**config.mk**
```make
export PLATFORM = sky130hd
export DESIGN_NAME = matmul_pool_top_flat
export DESIGN_NICKNAME = d
export VERILOG_FILES = /design/src/rtl/matmul_pool_top_if.sv /design/src/rtl/matmul_pool_top.sv /design/src/flat_wrapper.sv
export SDC_FILE = /design/constraint.sdc
export NUM_CORES = 2
export LEC_CHECK = 0
export CAP_MARGIN = 30
export CORE_MARGIN = 2
export CORE_UTILIZATION = 60
export CTS_BUF_LIST = sky130_fd_sc_hd__clkbuf_4 sky130_fd_sc_hd__clkbuf_8
export CTS_CLUSTER_DIAMETER = 120
export CTS_CLUSTER_SIZE = 12
export DETAILED_ROUTE_END_ITERATION = 6
export GPL_TIMING_DRIVEN = 0
export PLACE_DENSITY = 0.8
export SLEW_MARGIN = 20
export SYNTH_ARGS = -nofsm -noshare
export SYNTH_HDL_FRONTEND = slang
export SYNTH_SLANG_ARGS = --single-unit
```
**constraint.sdc**
```tcl
create_clock -name clk -period 10.4 [get_ports clk]
set_input_delay 1.04 -clock clk [delete_from_list [all_inputs] [get_ports clk]]
set_output_delay 1.04 -clock clk [all_outputs]
set_load 0.005 [all_outputs]
```
**src/rtl/matmul_pool_top_if.sv**
```systemverilog
// Memory-side bus of matmul_pool_top: two synchronous read ports (A, B) and one write port (C).
// The engine drives it through the master modport and the memory block through the slave modport.
interface matmul_pool_top_if #(
   parameter int ADDR_W = 10
);
   logic              mem_read_en_A;
   logic [ADDR_W-1:0] mem_addr_A;
   logic [31:0]       mem_data_A;
   logic              mem_read_en_B;
   logic [ADDR_W-1:0] mem_addr_B;
   logic [31:0]       mem_data_B;
   logic              mem_write_en_C;
   logic [ADDR_W-1:0] mem_addr_C;
   logic [31:0]       mem_data_C;

   modport master (
      output mem_read_en_A, mem_addr_A, input mem_data_A,
      output mem_read_en_B, mem_addr_B, input mem_data_B,
      output mem_write_en_C, mem_addr_C, mem_data_C
   );

   modport slave (
      input mem_read_en_A, mem_addr_A, output mem_data_A,
      input mem_read_en_B, mem_addr_B, output mem_data_B,
      input mem_write_en_C, mem_addr_C, mem_data_C
   );
endinterface

```
**src/rtl/matmul_pool_top.sv**
```systemverilog
// 4x4 unsigned 8-bit matrix multiply C = A x B followed by 2x2 average pooling with
// saturation; the four pooled bytes go back to memory as one packed word.
module matmul_pool_top #(
   parameter int                ADDR_W = 10,
   parameter logic [ADDR_W-1:0] BASE_A = 10'h000,
   parameter logic [ADDR_W-1:0] BASE_B = 10'h100,
   parameter logic [ADDR_W-1:0] BASE_C = 10'h200
) (
   input  logic               clk,
   input  logic               rstn,
   input  logic               kick_start,
   output logic               ready,
   matmul_pool_top_if.master  mem
);

   typedef enum logic [3:0] {
      IDLE    = 4'd0,
      LOAD    = 4'd1,
      COMPUTE = 4'd2,
      POOL    = 4'd3,
      WRITE   = 4'd4
   } state_t;

   state_t      current_state;
   state_t      next_state;
   logic        ready_reg;
   logic        write_back_active;

   logic [2:0]  r_cnt;
   logic [31:0] r_a [4];
   logic [31:0] r_b [4];
   logic [17:0] r_c [4][4];

   logic [2:0]  w_prev;
   logic [17:0] w_row [4];
   logic [19:0] w_qsum [4];
   logic [31:0] w_pool;

   assign ready  = ready_reg;
   assign w_prev = r_cnt - 3'd1;

   always_comb begin
      // NOTE: assign a default before the case so no path leaves next_state unassigned (no latch).
      next_state = IDLE;
      case (current_state)
         IDLE:    next_state = kick_start ? LOAD : IDLE;
         LOAD:    next_state = (r_cnt == 3'd4) ? COMPUTE : LOAD;
         COMPUTE: next_state = (r_cnt == 3'd3) ? POOL : COMPUTE;
         POOL:    next_state = WRITE;
         WRITE:   next_state = IDLE;
         default: next_state = IDLE;
      endcase
   end

   // One row of C per COMPUTE cycle; row index is the cycle counter.
   always_comb begin
      for (int j = 0; j < 4; j++) begin
         w_row[j] = '0;
         for (int k = 0; k < 4; k++) begin
            w_row[j] = w_row[j] + ({10'd0, r_a[r_cnt[1:0]][8*k +: 8]} *
                                   {10'd0, r_b[k][8*j +: 8]});
         end
      end
   end

   // Quadrant q = 2*qr + qc, so byte 0 is top-left and byte 3 bottom-right.
   always_comb begin
      w_pool = '0;
      for (int qr = 0; qr < 2; qr++) begin
         for (int qc = 0; qc < 2; qc++) begin
            w_qsum[2*qr+qc] = {2'b00, r_c[2*qr][2*qc]}   + {2'b00, r_c[2*qr][2*qc+1]} +
                              {2'b00, r_c[2*qr+1][2*qc]} + {2'b00, r_c[2*qr+1][2*qc+1]};
            w_pool[8*(2*qr+qc) +: 8] = (w_qsum[2*qr+qc][19:2] > 18'd255) ? 8'hFF
                                                                         : w_qsum[2*qr+qc][9:2];
         end
      end
   end

   always_ff @(posedge clk) begin
      if (!rstn) begin
         // NOTE: sequential state uses <= so every flop samples values from before the edge.
         current_state      <= IDLE;
         ready_reg          <= 1'b1;
         write_back_active  <= 1'b0;
         r_cnt              <= '0;
         mem.mem_read_en_A  <= 1'b0;
         mem.mem_read_en_B  <= 1'b0;
         mem.mem_addr_A     <= '0;
         mem.mem_addr_B     <= '0;
         mem.mem_write_en_C <= 1'b0;
         mem.mem_addr_C     <= '0;
         mem.mem_data_C     <= '0;
         // NOTE: the operand/product arrays are small flop banks, not RAM, so they are cleared too.
         for (int i = 0; i < 4; i++) begin
            r_a[i] <= '0;
            r_b[i] <= '0;
            for (int j = 0; j < 4; j++) r_c[i][j] <= '0;
         end
      end else begin
         current_state <= next_state;
         case (current_state)
            IDLE: begin
               r_cnt <= '0;
               if (kick_start) begin
                  ready_reg         <= 1'b0;
                  mem.mem_read_en_A <= 1'b1;
                  mem.mem_read_en_B <= 1'b1;
                  mem.mem_addr_A    <= BASE_A;
                  mem.mem_addr_B    <= BASE_B;
               end
            end
            LOAD: begin
               // Read data lags the strobe by one cycle, hence the row index r_cnt-1.
               if (r_cnt != 3'd0) begin
                  r_a[w_prev[1:0]] <= mem.mem_data_A;
                  r_b[w_prev[1:0]] <= mem.mem_data_B;
               end
               mem.mem_read_en_A <= (r_cnt < 3'd3);
               mem.mem_read_en_B <= (r_cnt < 3'd3);
               if (r_cnt < 3'd3) begin
                  mem.mem_addr_A <= BASE_A + ADDR_W'(r_cnt + 3'd1);
                  mem.mem_addr_B <= BASE_B + ADDR_W'(r_cnt + 3'd1);
               end
               r_cnt <= (r_cnt == 3'd4) ? 3'd0 : r_cnt + 3'd1;
            end
            COMPUTE: begin
               for (int j = 0; j < 4; j++) r_c[r_cnt[1:0]][j] <= w_row[j];
               r_cnt <= r_cnt + 3'd1;
            end
            POOL: begin
               mem.mem_write_en_C <= 1'b1;
               mem.mem_addr_C     <= BASE_C;
               mem.mem_data_C     <= w_pool;
               write_back_active  <= 1'b1;
            end
            WRITE: begin
               mem.mem_write_en_C <= 1'b0;
               write_back_active  <= 1'b0;
               ready_reg          <= 1'b1;
            end
            default: begin
               mem.mem_read_en_A  <= 1'b0;
               mem.mem_read_en_B  <= 1'b0;
               mem.mem_write_en_C <= 1'b0;
               write_back_active  <= 1'b0;
               ready_reg          <= 1'b1;
            end
         endcase
      end
   end

endmodule

```
**src/flat_wrapper.sv**
```systemverilog
// flat-port wrapper written by rule: the top's interface ports become plain ports
module matmul_pool_top_flat 
#(
   parameter int                ADDR_W = 10,
   parameter logic [ADDR_W-1:0] BASE_A = 10'h000,
   parameter logic [ADDR_W-1:0] BASE_B = 10'h100,
   parameter logic [ADDR_W-1:0] BASE_C = 10'h200
)
  (clk, rstn, kick_start, ready, mem_mem_read_en_A, mem_mem_addr_A, mem_mem_data_A, mem_mem_read_en_B, mem_mem_addr_B, mem_mem_data_B, mem_mem_write_en_C, mem_mem_addr_C, mem_mem_data_C);
  matmul_pool_top_if #(.ADDR_W(ADDR_W)) mem_i ();
  input  logic clk;
  input  logic rstn;
  input  logic kick_start;
  output logic ready;
  output wire logic [$bits(mem_i.mem_read_en_A)-1:0] mem_mem_read_en_A;
  output wire logic [$bits(mem_i.mem_addr_A)-1:0] mem_mem_addr_A;
  input wire logic [$bits(mem_i.mem_data_A)-1:0] mem_mem_data_A;
  output wire logic [$bits(mem_i.mem_read_en_B)-1:0] mem_mem_read_en_B;
  output wire logic [$bits(mem_i.mem_addr_B)-1:0] mem_mem_addr_B;
  input wire logic [$bits(mem_i.mem_data_B)-1:0] mem_mem_data_B;
  output wire logic [$bits(mem_i.mem_write_en_C)-1:0] mem_mem_write_en_C;
  output wire logic [$bits(mem_i.mem_addr_C)-1:0] mem_mem_addr_C;
  output wire logic [$bits(mem_i.mem_data_C)-1:0] mem_mem_data_C;
  assign mem_mem_read_en_A = mem_i.mem_read_en_A;
  assign mem_mem_addr_A = mem_i.mem_addr_A;
  assign mem_i.mem_data_A = mem_mem_data_A;
  assign mem_mem_read_en_B = mem_i.mem_read_en_B;
  assign mem_mem_addr_B = mem_i.mem_addr_B;
  assign mem_i.mem_data_B = mem_mem_data_B;
  assign mem_mem_write_en_C = mem_i.mem_write_en_C;
  assign mem_mem_addr_C = mem_i.mem_addr_C;
  assign mem_mem_data_C = mem_i.mem_data_C;
  matmul_pool_top #(.ADDR_W(ADDR_W), .BASE_A(BASE_A), .BASE_B(BASE_B), .BASE_C(BASE_C)) u_core (.clk(clk), .rstn(rstn), .kick_start(kick_start), .ready(ready), .mem(mem_i));
endmodule
```
==> impl_metrics.py <==
metrics = {
    "outcome": {
        "outcome": "finished clean",
    },
    "power_and_ir_drop": {
        "power_uw": 20500,
        "ir_worst_vdd_mv": 0.974,
        "clockPowerShare_pct": 7.3,
        "switchingPower_uw": 11500,
        "seqPwrFrac_pct": 13.4,
        "p_int_uw": 8920,
        "p_per_area_nw_per_um2": 277,
        "netSwitchingFraction_pct": 56.4,
        "comb_power_share_pct": 79.3,
        "p_leak_uw": 0.0349,
    },
    "route": {
        "drc": 0,
        "num_vias": 49800,
        "ant_nets": 0,
        "first_iter_violations": 4167,
        "drt_first_pass_iters": 6,
        "wl_mm": 190,
        "vias_per_cell": 5.74,
        "routedWlPerCell_um": 21.9,
    },
    "worst_setup_path": {
        "cp_slowest_stage_delay_ns": 0.65,
        "start_kind": "flop",
        "r2r_end": "u_core.r_c[3][71]$_SDFFCE_PN0P_",
        "worstPathRequired_ns": 10.97,
        "critPathArrivalTime_ns": 10.78,
        "reg2regPathDepth": 34,
        "r2r_setup_slack_ns": 0.19,
        "crit_path_max_fanout": 10,
        "path_common_cell": "fa_1",
        "worstSetupEndpointType": "flop",
        "cp_slowest_cell": "mux4_2",
        "critPathKind": "reg2reg",
    },
    "sta": {
        "holdWs_ns": 0.466,
        "slew_viol_final": 0,
        "relSlewSlack_pct": 27.6,
        "finalSetupTns_ns": 0,
        "hold_viol": 0,
        "clock_skew_ns": 0.0615,
        "worstMarginPinSlew_ns": 1.09,
        "post-route-period-util_pct": 98.2,
        "setup_violations": 0,
        "setup_ws_ns": 0.188,
        "period_minus_slack_ns": 10.21,
        "fmax_mhz": 97.9,
    },
    "floorplanning": {
        "die_h_um": 342,
        "core_area_um2": 113000,
        "initial_core_util_pct": 60.6,
        "dieWidth_um": 342,
        "fp-row-count": 123,
        "die_area_um2": 117000,
        "ioPinCount": 133,
    },
    "clocking": {
        "clk_pin_slew_ns": 0.09,
        "clockBufferDepth": 3,
        "clock-sinks": 593,
        "tritoncts": "built",
        "cts_hold_buffers": 0,
        "clk_latency_ns": 0.77,
        "htree_levels": 2,
        "root_buffer": "clkbuf_8",
        "cts_buffers": 55,
    },
    "logic_synthesis": {
        "synth_top_flop_cell": "edfxtp_1",
        "synth_seq_area_share_pct": 25.3,
        "yosys_warnings": 0,
        "post_synth_main_area_contributors": "fa_1 (27%), edfxtp_1 (24%), ha_1 (13%), inv_1 (8.0%), and2_1 (7.6%)",
        "ys_seq_elements": 593,
        "synth_cells": 6878,
        "synth.top_cell.area_share_pct": 26.8,
        "yosys.area.top_type": "fa_1",
        "avgSynthCellArea_um2": 9.95,
        "async_reset_ff_share_pct": 0,
        "synth.distinct_cells": 82,
        "netlist_area_um2": 68400,
        "synth-edff-count": 544,
    },
    "final_layout": {
        "largestRegisters": "u_core.r_c (288), u_core.r_a (128), u_core.r_b (128)",
        "area_growth_pct": 8.05,
        "largest_register_ffs": 288,
        "fillers": 8859,
        "drive_above_1_share_pct": 5.03,
        "regMostFlops": "u_core.r_c",
        "fin_cells": 8665,
        "layout.nets": 8778,
    },
    "flow_run": {
        "cap_viol_max_count": 0,
    },
    "grt": {
        "grt_use_total_pct": 33.1,
        "grt_overflow": 0,
        "grt_pass1_wl_mm": 293,
        "first_global_vias": 51600,
        "grt_max_degree": 47,
        "antenna_found_initial": 22,
    },
    "place": {
        "dp_slack_ns": -1.76,
        "dp_hpwl_mm": 156,
        "gp_congestion": 0.995,
        "port_buffers": 111,
        "place_inst": 8533,
    },
    "worst_hold_path": {
        "holdPathEnd": "u_core.mem.mem_addr_B[8]$_SDFFE_PN0P_",
        "worst_hold_path_type": "reg2reg",
        "min_path_cells": 2,
        "hp-start": "u_core.mem.mem_addr_B[8]$_SDFFE_PN0P_",
    },
}
cells by family after synthesis:
family                   Yosys count  synth area share [%]
AND/OR/NAND/NOR                 2137                  16.3
buffers and inverters           1673                  9.32
adder cells (fa/ha/maj)         1601                  39.3
AO/OA/AOI/OAI                    645                  6.17
flip-flops                       593                  25.3
XOR/XNOR                         184                  2.36
multiplexers                      44                  1.24
other                              1               0.00548
routing by layer:
metal	up-vias	routed length (um)	track usage, %
li1	22200	-	-
met1	24600	70300	41.1
met2	2347	88200	54.0
met3	606	17700	6.58
met4	8	13500	19.4
met5	-	50	0
stage by stage:
step           utilization, %  cell area [um2]
6_report                 65.5            73900
5_1_grt                  65.5            73900
4_1_cts                  65.1            73500
3_5_place_dp             63.9            72000
3_3_place_gp             63.4            71500
2_1_floorplan               -            68500
synth_stat cells, types with 27 or more instances:
library cell / number
nor2b_1: 36
o21ai_0: 120
nand2_1: 543
fa_1: 916
a31oi_1: 32
or3_1: 32
nand3_1: 57
mux4_2: 32
o31ai_1: 27
edfxtp_1: 544
and2_1: 832
clkbuf_1: 196
a21oi_1: 200
nor3_1: 59
ha_1: 685
nor2_1: 331
nand2b_1: 38
xnor2_1: 90
o21a_1: 28
xor2_1: 94
dfxtp_1: 49
a21o_1: 43
and3_1: 138
o211ai_1: 28
inv_1: 1449
timing repair:
item / 4_1_cts / 5_1_grt
gates resized for setup: 89 / 98
pin swaps: 7 / 10
endpoints found under the setup margin: 172 / 108
buffers inserted: 6 / 11
cells in the final DEF, fill, tap and decap left out, types with 20 or more instances in the layout:
master and n:
nor2b_1 36, dfxtp_1 48, o21ai_0 115, clkbuf_8 56
nor2_1 328, o211ai_1 28, nand2_1 538, conb_1 20
and2_1 832, fa_1 916, mux4_2 32, edfxtp_1 544
clkdlybuf4s50_1 111, buf_4 47, clkbuf_1 147, clkbuf_4 45
nand2b_1 37, inv_1 1449, xor2_1 87, and3_1 138
o21a_1 28, o31ai_1 26, a21oi_1 189, xnor2_1 76
or3_1 31, ha_1 682, nand3_1 57, a21o_1 43
nor3_1 58, a31oi_1 30
worst max-delay path: cells and delay by family, from the launching register on:
kind	cells	cell delay, ns
muxes	1	0.65
xor gates and xnor gates	1	0.16
AOI/OAI and AO/OA	7	1.50
and+or+nand+nor	4	0.96
DFF	1	0.48
adders and majority gates	12	5.30
buffers and inverters	9	0.96
how the worst max path moves through the flow:
| stage | start | endpoint | slack (ns) | depth (start not counted) |
|---|---|---|---|---|
| after global routing | flop | u_core.r_c[1][14]$_SDFFCE_PN0P_ | -0.03 | 32 |
| after global placement | flop | u_core.r_c[3][52]$_SDFFCE_PN0P_ | -2.06 | 30 |
| after floorplan | flop | u_core.r_c[0][71]$_SDFFCE_PN0P_ | 0.57 | 35 |
| after detailed placement | flop | u_core.r_c[0][53]$_SDFFCE_PN0P_ | -1.76 | 33 |
| after CTS | flop | u_core.r_c[0][71]$_SDFFCE_PN0P_ | 0.006 | 35 |
| final | flop | u_core.r_c[3][71]$_SDFFCE_PN0P_ | 0.19 | 34 |
power by group through the flow:
stage	clock network, uW	logic, uW	registers [uW]
after global routing	1570	17700	2750
after CTS	1490	15400	2740
after detailed placement	0	15100	2800
final	1490	16200	2750
after floorplan	0	10200	2770
after global placement	0	14600	2810
final cells by class:
| cell class | count | area, um2 | area share [%] |
|---|---|---|---|
| plain buffers | 223 | 1090 | 1.47 |
| multi-input cells | 4631 | 45300 | 61.2 |
| flip-flops and latches | 593 | 17300 | 23.4 |
| repair buffers | 157 | 1800 | 2.43 |
| clock inverters | 5 | 40.0 | 0.0542 |
| inverters | 1449 | 5440 | 7.36 |
| clock buffers | 93 | 1050 | 1.42 |
| diodes | 14 | 35.0 | 0.0474 |
| well taps | 1500 | 1880 | 2.54 |
(Power assumes the default switching activity.)
